$ cat src/rtl/axil_mailbox_pkg.sv
// Shared definitions for the mailbox register bank: register offsets,
// the empty-read marker word and sticky status bit positions.
package axil_mailbox_pkg;

    typedef enum logic [2:0] {
        REG_TX_DATA      = 3'd0,
        REG_TX_VACANCY   = 3'd1,
        REG_RX_DATA      = 3'd2,
        REG_RX_OCCUPANCY = 3'd3,
        REG_STATUS       = 3'd4
    } reg_offset_e;

    localparam logic [31:0] RX_EMPTY_WORD = 32'hdead_beef;

    localparam int unsigned STAT_TX_OVF = 0;
    localparam int unsigned STAT_RX_UNF = 1;

endpackage

$ cat src/rtl/mailbox_fifo.sv
// 1r1w FIFO with valid/ready on both sides; a push into a full FIFO is
// accepted when it coincides with a pop.
module mailbox_fifo #(
    parameter int unsigned els_p        = 16,
    parameter int unsigned width_p      = 32,
    parameter int unsigned cnt_width_lp = $clog2(els_p + 1)
) (
    input  logic                    clk_i,
    input  logic                    reset_i,
    input  logic                    v_i,
    input  logic [width_p-1:0]      data_i,
    output logic                    ready_o,
    output logic                    v_o,
    output logic [width_p-1:0]      data_o,
    input  logic                    ready_i,
    output logic [cnt_width_lp-1:0] count_o
);

    localparam int unsigned ptr_width_lp = $clog2(els_p);

    logic [width_p-1:0]      mem_q [els_p];
    logic [ptr_width_lp-1:0] wr_ptr_q, wr_ptr_d, rd_ptr_q, rd_ptr_d;
    logic [cnt_width_lp-1:0] count_q, count_d;
    logic                    push, pop;

    assign ready_o = (count_q != cnt_width_lp'(els_p));
    assign v_o     = (count_q != '0);
    assign pop     = v_o && ready_i;
    assign push    = v_i && (ready_o || pop);
    assign count_o = count_q;
    // Head is masked while empty so the output is defined from reset.
    assign data_o  = v_o ? mem_q[rd_ptr_q] : '0;

    always_comb begin
        wr_ptr_d = wr_ptr_q;
        rd_ptr_d = rd_ptr_q;
        count_d  = count_q;
        if (push) wr_ptr_d = wr_ptr_q + ptr_width_lp'(1);
        if (pop)  rd_ptr_d = rd_ptr_q + ptr_width_lp'(1);
        if (push && !pop)      count_d = count_q + cnt_width_lp'(1);
        else if (pop && !push) count_d = count_q - cnt_width_lp'(1);
    end

    always_ff @(posedge clk_i or posedge reset_i) begin
        if (reset_i) begin
            wr_ptr_q <= '0;
            rd_ptr_q <= '0;
            count_q  <= '0;
        end else begin
            wr_ptr_q <= wr_ptr_d;
            rd_ptr_q <= rd_ptr_d;
            count_q  <= count_d;
        end
    end

    always_ff @(posedge clk_i) begin
        if (push) mem_q[wr_ptr_q] <= data_i;
    end

endmodule

$ cat src/rtl/axil_mailbox_regs.sv
// Mailbox register bank behind the AXI-Lite bridge: TX/RX FIFOs, occupancy
// registers and sticky W1C error status, one side effect per strobe.
module axil_mailbox_regs
    import axil_mailbox_pkg::*;
#(
    parameter int unsigned mem_addr_width_p = 8,
    parameter int unsigned els_p            = 16,
    parameter int unsigned cnt_width_lp     = $clog2(els_p + 1)
) (
    input  logic                        clk_i,
    input  logic                        reset_i,
    input  logic [mem_addr_width_p-1:0] addr_i,
    input  logic                        wen_i,
    input  logic [31:0]                 data_i,
    input  logic                        ren_i,
    output logic [31:0]                 data_o,
    output logic                        tx_v_o,
    output logic [31:0]                 tx_data_o,
    input  logic                        tx_ready_i,
    input  logic                        rx_v_i,
    input  logic [31:0]                 rx_data_i,
    output logic                        rx_ready_o
);

    logic                    wen_q, ren_q;
    logic [31:0]             rdata_q, rdata_d;
    logic [1:0]              status_q, status_d, status_set, status_clr;
    logic                    wr_start, rd_start;
    reg_offset_e             off;
    logic                    tx_push, tx_pop, tx_not_full;
    logic                    rx_pop, rx_v;
    logic [31:0]             rx_head;
    logic [cnt_width_lp-1:0] tx_count, rx_count;
    logic                    unused_addr_bits;

    assign unused_addr_bits = ^{addr_i[mem_addr_width_p-1:5], addr_i[1:0]};

    assign wr_start = wen_i && !wen_q;
    assign rd_start = ren_i && !ren_q;
    assign off      = reg_offset_e'(addr_i[4:2]);
    assign tx_pop   = tx_v_o && tx_ready_i;

    always_comb begin
        tx_push    = 1'b0;
        rx_pop     = 1'b0;
        status_set = '0;
        status_clr = '0;
        rdata_d    = rdata_q;
        if (wr_start) begin
            case (off)
                REG_TX_DATA: begin
                    tx_push = 1'b1;
                    if (!tx_not_full && !tx_pop) status_set[STAT_TX_OVF] = 1'b1;
                end
                REG_STATUS: status_clr = data_i[1:0];
                default: ;
            endcase
            // A read colliding with a write is dropped and returns zero.
            if (rd_start) rdata_d = '0;
        end else if (rd_start) begin
            case (off)
                REG_TX_VACANCY:   rdata_d = 32'(cnt_width_lp'(els_p) - tx_count);
                REG_RX_DATA: begin
                    if (rx_v) begin
                        rx_pop  = 1'b1;
                        rdata_d = rx_head;
                    end else begin
                        rdata_d = RX_EMPTY_WORD;
                        status_set[STAT_RX_UNF] = 1'b1;
                    end
                end
                REG_RX_OCCUPANCY: rdata_d = 32'(rx_count);
                REG_STATUS:       rdata_d = 32'(status_q);
                default:          rdata_d = '0;
            endcase
        end
        status_d = (status_q & ~status_clr) | status_set;
    end

    always_ff @(posedge clk_i or posedge reset_i) begin
        if (reset_i) begin
            wen_q    <= 1'b1;
            ren_q    <= 1'b1;
            rdata_q  <= '0;
            status_q <= '0;
        end else begin
            wen_q    <= wen_i;
            ren_q    <= ren_i;
            rdata_q  <= rdata_d;
            status_q <= status_d;
        end
    end

    assign data_o = rdata_q;

    mailbox_fifo #(.els_p(els_p), .width_p(32), .cnt_width_lp(cnt_width_lp)) tx_fifo (
        .clk_i   (clk_i),
        .reset_i (reset_i),
        .v_i     (tx_push),
        .data_i  (data_i),
        .ready_o (tx_not_full),
        .v_o     (tx_v_o),
        .data_o  (tx_data_o),
        .ready_i (tx_ready_i),
        .count_o (tx_count)
    );

    mailbox_fifo #(.els_p(els_p), .width_p(32), .cnt_width_lp(cnt_width_lp)) rx_fifo (
        .clk_i   (clk_i),
        .reset_i (reset_i),
        .v_i     (rx_v_i),
        .data_i  (rx_data_i),
        .ready_o (rx_ready_o),
        .v_o     (rx_v),
        .data_o  (rx_head),
        .ready_i (rx_pop),
        .count_o (rx_count)
    );

endmodule

$ cat config.mk
export PLATFORM = sky130hd
export DESIGN_NAME = axil_mailbox_regs
export DESIGN_NICKNAME = d
export VERILOG_FILES = /design/src/rtl/axil_mailbox_pkg.sv /design/src/rtl/mailbox_fifo.sv /design/src/rtl/axil_mailbox_regs.sv
export SDC_FILE = /design/constraint.sdc
export NUM_CORES = 1
export LEC_CHECK = 0
export CAP_MARGIN = 20
export CORE_MARGIN = 1
export CORE_UTILIZATION = 35
export DETAILED_ROUTE_END_ITERATION = 7
export PLACE_DENSITY = 0.5
export SLEW_MARGIN = 20
export SYNTH_ARGS = -nofsm -noshare
export SYNTH_HDL_FRONTEND = slang
export SYNTH_SLANG_ARGS = --single-unit
export TNS_END_PERCENT = 30
$ cat constraint.sdc
create_clock -name clk_i -period 7.7 [get_ports clk_i]
set_input_delay 1.54 -clock clk_i [delete_from_list [all_inputs] [get_ports clk_i]]
set_output_delay 1.54 -clock clk_i [all_outputs]
set_load 0.01 [all_outputs]
==> flow_summary.toml <==
[yosys]
synth-warning-count = 0
synth-compound-area-share = 0.0148
yosysMostFrequentCell = "edfxtp_1"
syn_inst = 1875
synthXorXnorAreaFrac = 0.00500
post_synth_main_area_contributors = "edfxtp_1, mux4_2, dfrtp_1"
synthArstFlopShare = 0.0571
synth.yosys.seq_area_share = 0.768
synth_edf_count = 1024
synth-main-ff-cell = "edfxtp_1"
yosysTopAreaCellShare = 0.731
synth_seq_cells = 1086
synth_area_um2 = 42100
synth.largest_area_cell = "edfxtp_1"
avgSynthCellArea_um2 = 22.4
yosysUniqueCellTypes = 45
ys_top_cells_by_count = "edfxtp_1, mux4_2, dfrtp_1"
synth-simple-area-share = 0.0239
synth_top_family_by_area = "multiplexers"
yosys.area_share.adder = 0.00720
synth_mux_area_frac = 0.166
syn_nets = 1976

[layout]
drive_gt1_frac = 0.272
area_delta_synth_final_pct = 17.2
nets = 2187
final_area_um2 = 49300
utilization = 0.416

[floorplanning]
pin_count = 144
dieHeight_um = 349
num_rows = 126
die_x_um = 349
fp.coreArea_um2 = 119000
die_area_um2 = 122000
initial_utilization = 0.355

[global_routing]
antenna_found_initial = 11
grt_max_degree = 113
grt_pass1_vias = 20770
grt_pass1_wl_um = 143000
overflow = 0
grtUsageTotal = 0.162

[clock_network]
clockRootBuffer = "clkbuf_16"
cts_resized = 0
path_clk_slew_ps = 60
cts_tree = "built"
cts_buffer_depth = 3
worstSkewPairLatency_ps = 680
cts_hold_buffers = 0
cts_buffers = 114
post_cts_buffers = 0
h-tree-depth = 3
clock-sinks = 1086

[drt]
dr.pass1.iters = 5
ant_nets = 0
vias = 19363
viasPerCell = 5.12
drc = 0
drt_iter0_drc = 1298
wire_per_inst_um = 25.9
wirelength_um = 98100

[setup_path]
reg2reg_depth = 11
cp-start-kind = "register"
crit_type = "reg -> out"
r2r_start = "tx_fifo.count_o[0]$_DFFE_PP0P_"
r2r_end = "tx_fifo.mem_q[9][2]$_DFFE_PP_"
r2r_setup_slack_ps = 3520
required_ps = 6160
cp_max_fo = 36
end_kind = "output port"
crit_arrival_ps = 4200
cp-startpoint = "tx_fifo.rd_ptr_q[0]$_DFFE_PP0P_"
endpoint = "tx_data_o[3]"

[sta]
hold_viol_final = 0
slew_violations = 0
setup_viol = 0
fin_setup_tns_ps = 0
period_minus_slack_ps = 5740
clock_skew_ps = 38.0
max_clock_freq_mhz = 174
timing.slew.headroom = 0.305
rsz0062_at_grt = "false"
fin_crit_sh = 0.746
holdWs_ps = 471
worst_pin_slew_ps = 1040
worst_slack_ps = 1960

[placement]
place_area_um2 = 45500
place_ws_ps = 2240
gp_congestion = 0.726
hpwl_um = 51400
portBuffers = 138

[pwr]
peakVddDrop_v = 0.000208
cellPowerDensity_nw_per_um2 = 339
p_leak_nw = 15.5

[job]
cap_violations = 0

[outcome]
outcome = "finished, final reports clean"

[hold_path]
hold_class = "reg -> reg"
-- kinds of logic after synthesis --
family | Yosys count
AO/OA/AOI/OAI | 92
AND/OR/NAND/NOR | 198
buffers and inverters | 117
adder cells (fa/ha/maj) | 23
flip-flops | 1086
multiplexers | 335
XOR/XNOR | 24
-- where the power goes --
group	internal [mW]	total [mW]	switching (mW)
Clock	3.14	5.37	2.23
Sequential	6.86	7.23	0.367
Combinational	2.20	4.11	1.91
Total	12.2	16.7	4.51
-- metrics by stage --
step                      std cells  power [mW]
final                          3782        16.7
after global routing           3781        17.4
after CTS                      3779        16.9
after detailed placement       3568        11.5
after global placement         3567        11.5
after floorplan                1875        10.1
-- routing by layer --
| metal | vias up | track usage | wire, um |
|---|---|---|---|
| met5 | - | 0 | 97 |
| met4 | 16 | 0.0436 | 2110 |
| met3 | 146 | 0.0306 | 4380 |
| met2 | 405 | 0.279 | 50000 |
| met1 | 10516 | 0.211 | 41500 |
| li1 | 8280 | - | - |
-- registers in the layout, summed over array words and instances, names as in the netlist --
| register | count |
|---|---|
| rx_fifo.mem_q | 512 |
| tx_fifo.mem_q | 512 |
| data_o | 32 |
| rx_fifo.count_o | 5 |
| tx_fifo.count_o | 5 |
| rx_fifo.rd_ptr_q | 4 |
| rx_fifo.wr_ptr_q | 4 |
| tx_fifo.rd_ptr_q | 4 |
| tx_fifo.wr_ptr_q | 4 |
| status_q | 2 |
| ren_q | 1 |
| wen_q | 1 |
-- cells in the final DEF (no fill, tap or decap), types with 3 or more instances in the layout --
master / instances
and2_1: 34
inv_6: 4
dfrtp_4: 5
nor3_1: 8
a22oi_1: 28
nand2b_1: 6
a221o_1: 11
and2_2: 8
nand3_1: 27
clkbuf_8: 5
ha_1: 21
clkinv_2: 22
clkbuf_16: 116
edfxtp_1: 1024
and3_1: 9
mux4_2: 288
a21o_1: 4
nor2_4: 16
mux2_2: 37
mux2i_1: 10
clkbuf_1: 23
buf_12: 3
buf_4: 53
nor2b_1: 7
clkinvlp_4: 6
inv_1: 14
dfrtp_1: 53
nor3_2: 9
bufinv_16: 10
o21ai_0: 11
nor2_1: 12
o21ai_1: 5
nand2_1: 48
clkdlybuf4s50_1: 138
a21oi_1: 22
clkinv_1: 23
nor3b_1: 3
xor2_1: 5
xnor2_1: 19
-- critical path, stage by stage, from the launching register on --
cell and delay [ps]:
dfrtp_4 880, buf_4 730, mux4_2 600, mux4_2 460
and2_1 240, clkdlybuf4s50_1 500
-- how the worst min path moves through the flow --
stage                     slack [ps]                            start  depth (start not counted)                               to
after detailed placement         460  tx_fifo.rd_ptr_q[3]$_DFFE_PP0P_                          1  tx_fifo.rd_ptr_q[3]$_DFFE_PP0P_
after CTS                        470  tx_fifo.rd_ptr_q[3]$_DFFE_PP0P_                          1  tx_fifo.rd_ptr_q[3]$_DFFE_PP0P_
after global routing             480  tx_fifo.rd_ptr_q[3]$_DFFE_PP0P_                          1  tx_fifo.rd_ptr_q[3]$_DFFE_PP0P_
after floorplan                  450            status_q[1]$_DFF_PP0_                          2            status_q[1]$_DFF_PP0_
final                            470  tx_fifo.rd_ptr_q[3]$_DFFE_PP0P_                          1  tx_fifo.rd_ptr_q[3]$_DFFE_PP0P_
after global placement           460  tx_fifo.rd_ptr_q[3]$_DFFE_PP0P_                          1  tx_fifo.rd_ptr_q[3]$_DFFE_PP0P_
-- layout make-up --
class	instances	area, um2
Antenna cell	1	2.50
Clock buffer	144	3060
Clock inverter	67	627
Fill cell	10435	69300
Inverter	16	61.3
Multi-Input combinational cell	672	9320
Sequential cell	1086	32300
Tap cell	1600	2000
Timing Repair Buffer	196	1890
(Power assumes the default switching activity.)
